[src/rtl/rpsc_fault_card.sv]
// rpsc_fault_card: N-channel interlock fault card.
// Each channel has a contact synchroniser, a debounce filter, a latching or
// auto-reset trip latch and an alarm-lamp state machine. A card-wide
// first-out register makes the first tripping lamp flash until acknowledged.
// Internal state updates on one edge; the visible outputs are registered
// from that state one cycle later. LA_Test is ORed in after the lamp register.
// The reset input is assumed to be released synchronously to clk by the
// card-level reset generator.
module rpsc_fault_card #(
    parameter int              N_CH            = 8,
    parameter int              DEBOUNCE_CYCLES = 16,
    parameter logic [N_CH-1:0] LATCH_MASK      = '1,
    parameter int              FLASH_HALF      = 25_000_000,
    localparam int             ID_W            = (N_CH > 1) ? $clog2(N_CH) : 1
) (
    input  logic            clk,
    input  logic            reset,
    input  logic            LA_Test,
    input  logic            ack,
    input  logic [N_CH-1:0] in,
    output logic [N_CH-1:0] out,
    output logic [N_CH-1:0] LA,
    output logic            trip_any,
    output logic            first_valid,
    output logic [ID_W-1:0] first_id
);

    localparam int              FL_W    = (FLASH_HALF > 1) ? $clog2(FLASH_HALF) : 1;
    localparam logic [15:0]     DB_LAST = 16'(DEBOUNCE_CYCLES - 1);
    localparam logic [FL_W-1:0] FL_LAST = FL_W'(FLASH_HALF - 1);

    typedef enum logic [1:0] {
        LAMP_OFF   = 2'd0,
        LAMP_ALARM = 2'd1,
        LAMP_ACKED = 2'd2
    } lamp_state_t;

    // Front end and per-channel state
    logic [N_CH-1:0] r_meta;
    logic [N_CH-1:0] r_s;
    logic [N_CH-1:0] r_d;
    logic [N_CH-1:0] r_t;
    logic [15:0]     r_cnt  [N_CH];
    lamp_state_t     r_lamp [N_CH];

    // Card-wide first-out and flash timebase
    logic            r_fv;
    logic [ID_W-1:0] r_fid;
    logic [FL_W-1:0] r_flash_cnt;
    logic            r_phase;

    // Output registers
    logic [N_CH-1:0] r_out;
    logic [N_CH-1:0] r_la;
    logic            r_trip_any;
    logic            r_first_valid;
    logic [ID_W-1:0] r_first_id;

    // Combinational next-state terms
    logic [N_CH-1:0] w_flip;
    logic [N_CH-1:0] w_trip_evt;
    logic [N_CH-1:0] w_t_next;
    logic [N_CH-1:0] w_lamp;
    logic [ID_W-1:0] w_low_id;
    logic            w_capture;

    // Debounce decision: flip when the synchronised input has disagreed for the full window
    always_comb begin
        // NOTE: every always_comb output gets a default first so no path leaves it unassigned (no latch).
        w_flip = '0;
        for (int i = 0; i < N_CH; i++) begin
            w_flip[i] = (r_s[i] != r_d[i]) && (r_cnt[i] == DB_LAST);
        end
    end

    // A trip event is the debounced state falling 1 -> 0 on this edge
    assign w_trip_evt = w_flip & r_d;

    // Trip latch next state: trip sets (latching channels only) over ack, ack clears only healthy channels
    always_comb begin
        w_t_next = r_t;
        for (int i = 0; i < N_CH; i++) begin
            if (w_trip_evt[i] && LATCH_MASK[i]) begin
                w_t_next[i] = 1'b1;
            end else if (ack && r_d[i]) begin
                w_t_next[i] = 1'b0;
            end
        end
    end

    // Lowest-indexed channel tripping in this cycle
    always_comb begin
        w_low_id = '0;
        for (int i = N_CH - 1; i >= 0; i--) begin
            if (w_trip_evt[i]) begin
                w_low_id = ID_W'(i);
            end
        end
    end

    // Capture a first-out when none is held, or when ack releases the current one this cycle
    assign w_capture = (|w_trip_evt) && !(r_fv && !ack);

    // Two-flop synchroniser on the asynchronous field contacts
    always_ff @(posedge clk or negedge reset) begin
        // NOTE: clocked state uses non-blocking assignments so every flop samples pre-edge values.
        if (!reset) begin
            r_meta <= '0;
            r_s    <= '0;
        end else begin
            r_meta <= in;
            r_s    <= r_meta;
        end
    end

    // Debounce counters and debounced state
    always_ff @(posedge clk or negedge reset) begin
        if (!reset) begin
            // NOTE: these arrays are flops, not RAM, so they are reset element by element.
            for (int i = 0; i < N_CH; i++) begin
                r_cnt[i] <= '0;
            end
            r_d <= '0;
        end else begin
            for (int i = 0; i < N_CH; i++) begin
                if (r_s[i] == r_d[i] || w_flip[i]) begin
                    r_cnt[i] <= '0;
                end else begin
                    r_cnt[i] <= r_cnt[i] + 16'd1;
                end
            end
            r_d <= r_d ^ w_flip;
        end
    end

    // Trip latch
    always_ff @(posedge clk or negedge reset) begin
        if (!reset) begin
            r_t <= '0;
        end else begin
            r_t <= w_t_next;
        end
    end

    // Lamp state machine per channel: trip event always wins, ack moves ALARM on
    always_ff @(posedge clk or negedge reset) begin
        if (!reset) begin
            for (int i = 0; i < N_CH; i++) begin
                r_lamp[i] <= LAMP_OFF;
            end
        end else begin
            for (int i = 0; i < N_CH; i++) begin
                if (w_trip_evt[i]) begin
                    r_lamp[i] <= LAMP_ALARM;
                end else begin
                    case (r_lamp[i])
                        LAMP_OFF: r_lamp[i] <= LAMP_OFF;
                        LAMP_ALARM: begin
                            if (ack) begin
                                r_lamp[i] <= (r_d[i] && !w_t_next[i]) ? LAMP_OFF : LAMP_ACKED;
                            end
                        end
                        LAMP_ACKED: begin
                            if (r_d[i] && !w_t_next[i]) begin
                                r_lamp[i] <= LAMP_OFF;
                            end
                        end
                        default: r_lamp[i] <= LAMP_OFF;
                    endcase
                end
            end
        end
    end

    // First-out register: later trips never overwrite a held first-out
    always_ff @(posedge clk or negedge reset) begin
        if (!reset) begin
            r_fv  <= 1'b0;
            r_fid <= '0;
        end else if (w_capture) begin
            r_fv  <= 1'b1;
            r_fid <= w_low_id;
        end else if (ack) begin
            r_fv  <= 1'b0;
        end
    end

    // Free-running flash phase, toggling every FLASH_HALF cycles
    always_ff @(posedge clk or negedge reset) begin
        if (!reset) begin
            r_flash_cnt <= '0;
            r_phase     <= 1'b0;
        end else if (r_flash_cnt == FL_LAST) begin
            r_flash_cnt <= '0;
            r_phase     <= ~r_phase;
        end else begin
            r_flash_cnt <= r_flash_cnt + FL_W'(1);
        end
    end

    // Lamp decode: the first-out channel in ALARM follows the flash phase
    always_comb begin
        w_lamp = '0;
        for (int i = 0; i < N_CH; i++) begin
            case (r_lamp[i])
                LAMP_ALARM: w_lamp[i] = (r_fv && r_fid == ID_W'(i)) ? r_phase : 1'b1;
                LAMP_ACKED: w_lamp[i] = 1'b1;
                default:    w_lamp[i] = 1'b0;
            endcase
        end
    end

    // Output registers, one cycle behind the internal state
    always_ff @(posedge clk or negedge reset) begin
        if (!reset) begin
            r_out         <= '0;
            r_la          <= '0;
            r_trip_any    <= 1'b1;
            r_first_valid <= 1'b0;
            r_first_id    <= '0;
        end else begin
            r_out         <= r_d & ~r_t;
            r_la          <= w_lamp;
            r_trip_any    <= ~&(r_d & ~r_t);
            r_first_valid <= r_fv;
            r_first_id    <= r_fid;
        end
    end

    assign out         = r_out;
    assign LA          = r_la | {N_CH{LA_Test}};
    assign trip_any    = r_trip_any;
    assign first_valid = r_first_valid;
    assign first_id    = r_first_id;

endmodule

[config.mk]
export PLATFORM = sky130hd
export DESIGN_NAME = rpsc_fault_card
export DESIGN_NICKNAME = d
export VERILOG_FILES = /design/src/rtl/rpsc_fault_card.sv
export SDC_FILE = /design/constraint.sdc
export NUM_CORES = 1
export LEC_CHECK = 0
export BUFFER_PORTS_ARGS = -buffer_cell sky130_fd_sc_hd__buf_2
export CAP_MARGIN = 20
export CELL_PAD_IN_SITES_DETAIL_PLACEMENT = 1
export CELL_PAD_IN_SITES_GLOBAL_PLACEMENT = 1
export CORE_ASPECT_RATIO = 0.7
export CORE_MARGIN = 10
export CORE_UTILIZATION = 47
export CTS_BUF_LIST = sky130_fd_sc_hd__clkbuf_16
export DETAILED_ROUTE_END_ITERATION = 7
export PLACE_DENSITY = 0.82
export SLEW_MARGIN = 20
export SYNTH_ARGS = -nofsm -noshare
export SYNTH_HDL_FRONTEND = slang
export SYNTH_SLANG_ARGS = --single-unit
[constraint.sdc]
create_clock -name clk -period 2.1 [get_ports clk]
set_input_delay 0.315 -clock clk [delete_from_list [all_inputs] [get_ports clk]]
set_output_delay 0.315 -clock clk [all_outputs]
set_load 0.02 [all_outputs]
==> results.cfg <==
[timing]
finalMaxSlewViolations = 0
fmax_mhz = 499.2
setup_viol = 0
period_needed_ns = 2.003
fin_setup_tns_ns = 0
hold_violations = 0
maxSlewHeadroom_pct = 64.41
post-route-period-util_pct = 95.39
rsz0062_at_grt = yes
finClkSkew_ns = 0.01625
tightest_slew_ns = 0.5326
fin_ws_ns = 0.09677

[drt]
drt_iter0_drc = 442
routed_wl_um = 24780
drt-pass1-iter-count = 4
ant_nets = 0
drc = 0
wl_per_cell_um = 17.85
route.vias.total = 7518
via_per_inst = 5.416

[worst_setup_path]
crit_fanout = 7
path_depth = 5
r2r.worst_path.cells = 5
slowest_delay_ns = 0.55
critical-path-top-delay-family = simple AND/OR/NAND/NOR gates
cp_num_buf_inv = 1
crit_required_ns = 2.54
r2r-start = r_flash_cnt[9]
crit_path_top_delay_cell = or4_4
cp_cell_sequence = or4_4 -> or3_4 -> nor3_4 -> buf_4 -> xor2_1
critPathCapture = r_phase
worstSetupPathType = reg -> reg
crit_path_start = r_flash_cnt[9]
critPathCaptureType = register
worstPathArrival_ns = 2.44
timing.rr.end = r_phase
cp-start-kind = register
rrSetupSlack_ns = 0.1

[global_routing]
grt.met1_usage_pct = 23.56
use_met3_pct = 3.018
grt_pass1_wl_um = 41410
gr-total-overflow = 0
grt_pass1_vias = 8048
grt_max_degree = 56
busiest_layer = met2
use_met2_pct = 29.49
grt_usage_pct = 17.63
antenna_found_initial = 0

[synth]
synthAdderAreaFrac_pct = 3.019
ys_warn_count = 0
ys_seq_elements = 227
synth_area_um2 = 10360
synth_xor_area_share_pct = 11.58
yosys.area_share.simple_pct = 22.47
synth_compound_area_share_pct = 5.410
ys_types = 49
synth_ff_type = dfrtp_1
synth-edff-count = 0
syn_nets = 1042
avgSynthCellArea_um2 = 10.31
synth_top_family_by_area = simple AND/OR/NAND/NOR gates
synth_mux_area_share_pct = 0.8695
async_flop_share_pct = 100.0
synthCells = 1005
seq_area_frac_synth_pct = 54.84

[final_layout]
areaGrowthSynthToFinish_pct = 15.86
stdcell_count = 1388
drive_gt1_share_pct = 12.03
mostFrequentLayoutCell = dfrtp_1
final_cell_mix = dfrtp_1, nor2_1, xor2_1, nand2_1, nand3_1
diodes = 0
nets = 1127

[cts]
clk_pin_slew_ns = 0.06
clock_sinks = 227
numCtsBuffers = 24
cts_buffer_depth = 3
insertion_delay_ns = 0.52
post_cts_buffers = 0
htree_levels = 1
cts_tree = done
clock-root-buffer = clkbuf_16

[pwr]
vdd_ir_drop_max_mv = 0.5746
leakage_nw = 5.642
powerDensity_nw_per_um2 = 749.4

[min_path]
hold_path.class = in -> reg

[floorplanning]
fp.dieH_um = 144.2
die_w_um = 197.5
io_pins = 33
die-area_um2 = 28480
coreArea_um2 = 21680
num_rows = 45
initial_core_util_pct = 47.80

[placed_design]
gp_congestion = 0.8281
dp_cells = 1337
hpwl_um = 16790
io_buffers = 32
pre_cts_ws_ns = 0.04207

[flow_run]
drv_cap = 0

[status]
status = complete, no violations
[Yosys cell counts (15+ instances only)]
cell type  instances  area share [%]
xnor2_1           48             4.1
a21oi_1           26             1.3
nand4_1           18             1.1
nor4_1            28             1.7
nor2_1           178             6.4
and3_1            48             2.9
dfrtp_1          226              55
xor2_1            89             7.5
nand2_1           83             3.0
nor2b_1           15            0.91
inv_1             35             1.3
o21ai_0           17            0.82
nand3_1           50             2.4
ha_1              25             3.0
[layer usage]
layer | up-vias | wire (µm)
met3 | 39 | 957
met4 | 0 | 483
met1 | 3822 | 11630
li1 | 3568 | -
met2 | 89 | 11710
met5 | - | 0
[logic make-up (layout without fill, tap and decap cells)]
logic type,count (synthesis),count (layout)
buf+inv,48,149
flops,227,227
mux,8,8
simple gates,472,472
compound gates,88,88
fa+ha+maj,25,25
xor+xnor,137,137
[how the worst min path moves through the flow]
stage,startpoint,to,slack [ns],cells after the start
after floorplan,reset,asynchronous set/reset pin,0.02,0
after global placement,reset,r_cnt[104],0.21,1
after detailed placement,reset,r_cnt[102],0.21,1
after CTS,ack,r_lamp[1],0.21,3
after global routing,ack,r_lamp[1],0.26,3
final,ack,r_lamp[1],0.23,3
[registers in the layout (all words and copies together) (netlist names), named ones only]
name	count
r_lamp	16
r_flash_cnt	25
first_valid	1
r_cnt	128
r_s	8
r_la	8
r_meta	8
r_fid	3
trip_any	1
out	8
r_fv	1
r_phase	1
r_t	8
first_id	3
[repair_timing]
item | in CTS | in global routing
gates resized for setup | 1 | 7
endpoints found under the setup margin | 1 | 3
hold endpoints to repair | 36 | 0
hold buffers | 9 | 0
pin swaps | 0 | 1
[area by class of cell]
class,count,area [µm²]
clock buffer,25,625.6
sequential,227,5682
inverter,35,131.4
clock inverter,17,147.6
timing repair buffer,72,530.5
fill,2354,9673
multi-input combinational,730,4534
tap,282,352.8
[through the flow]
stage / power, mW / hold WS (ns) / cell area, µm² / utilization, %
3_5_place_dp: 4.840 / 0.2121 / 11100 / 51.20
5_1_grt: 9.364 / 0.2576 / 12000 / 55.38
3_3_place_gp: 4.826 / 0.2078 / 11100 / 51.20
6_report: 8.996 / 0.2348 / 12000 / 55.38
2_1_floorplan: 4.653 / 0.01941 / 10360 / -
4_1_cts: 9.113 / 0.2094 / 11970 / 55.21
[report_power, final]
part,switching (mW),total [mW],internal (mW)
combinational,0.197,0.295,0.0980
clock,1.73,4.23,2.50
sequential,0.0458,4.47,4.43
[worst min-delay path: stages]
cell and delay, ns:
buf_2 0.20, nand2_1 0.10, o32ai_1 0.08
(Power assumes the default switching activity.)
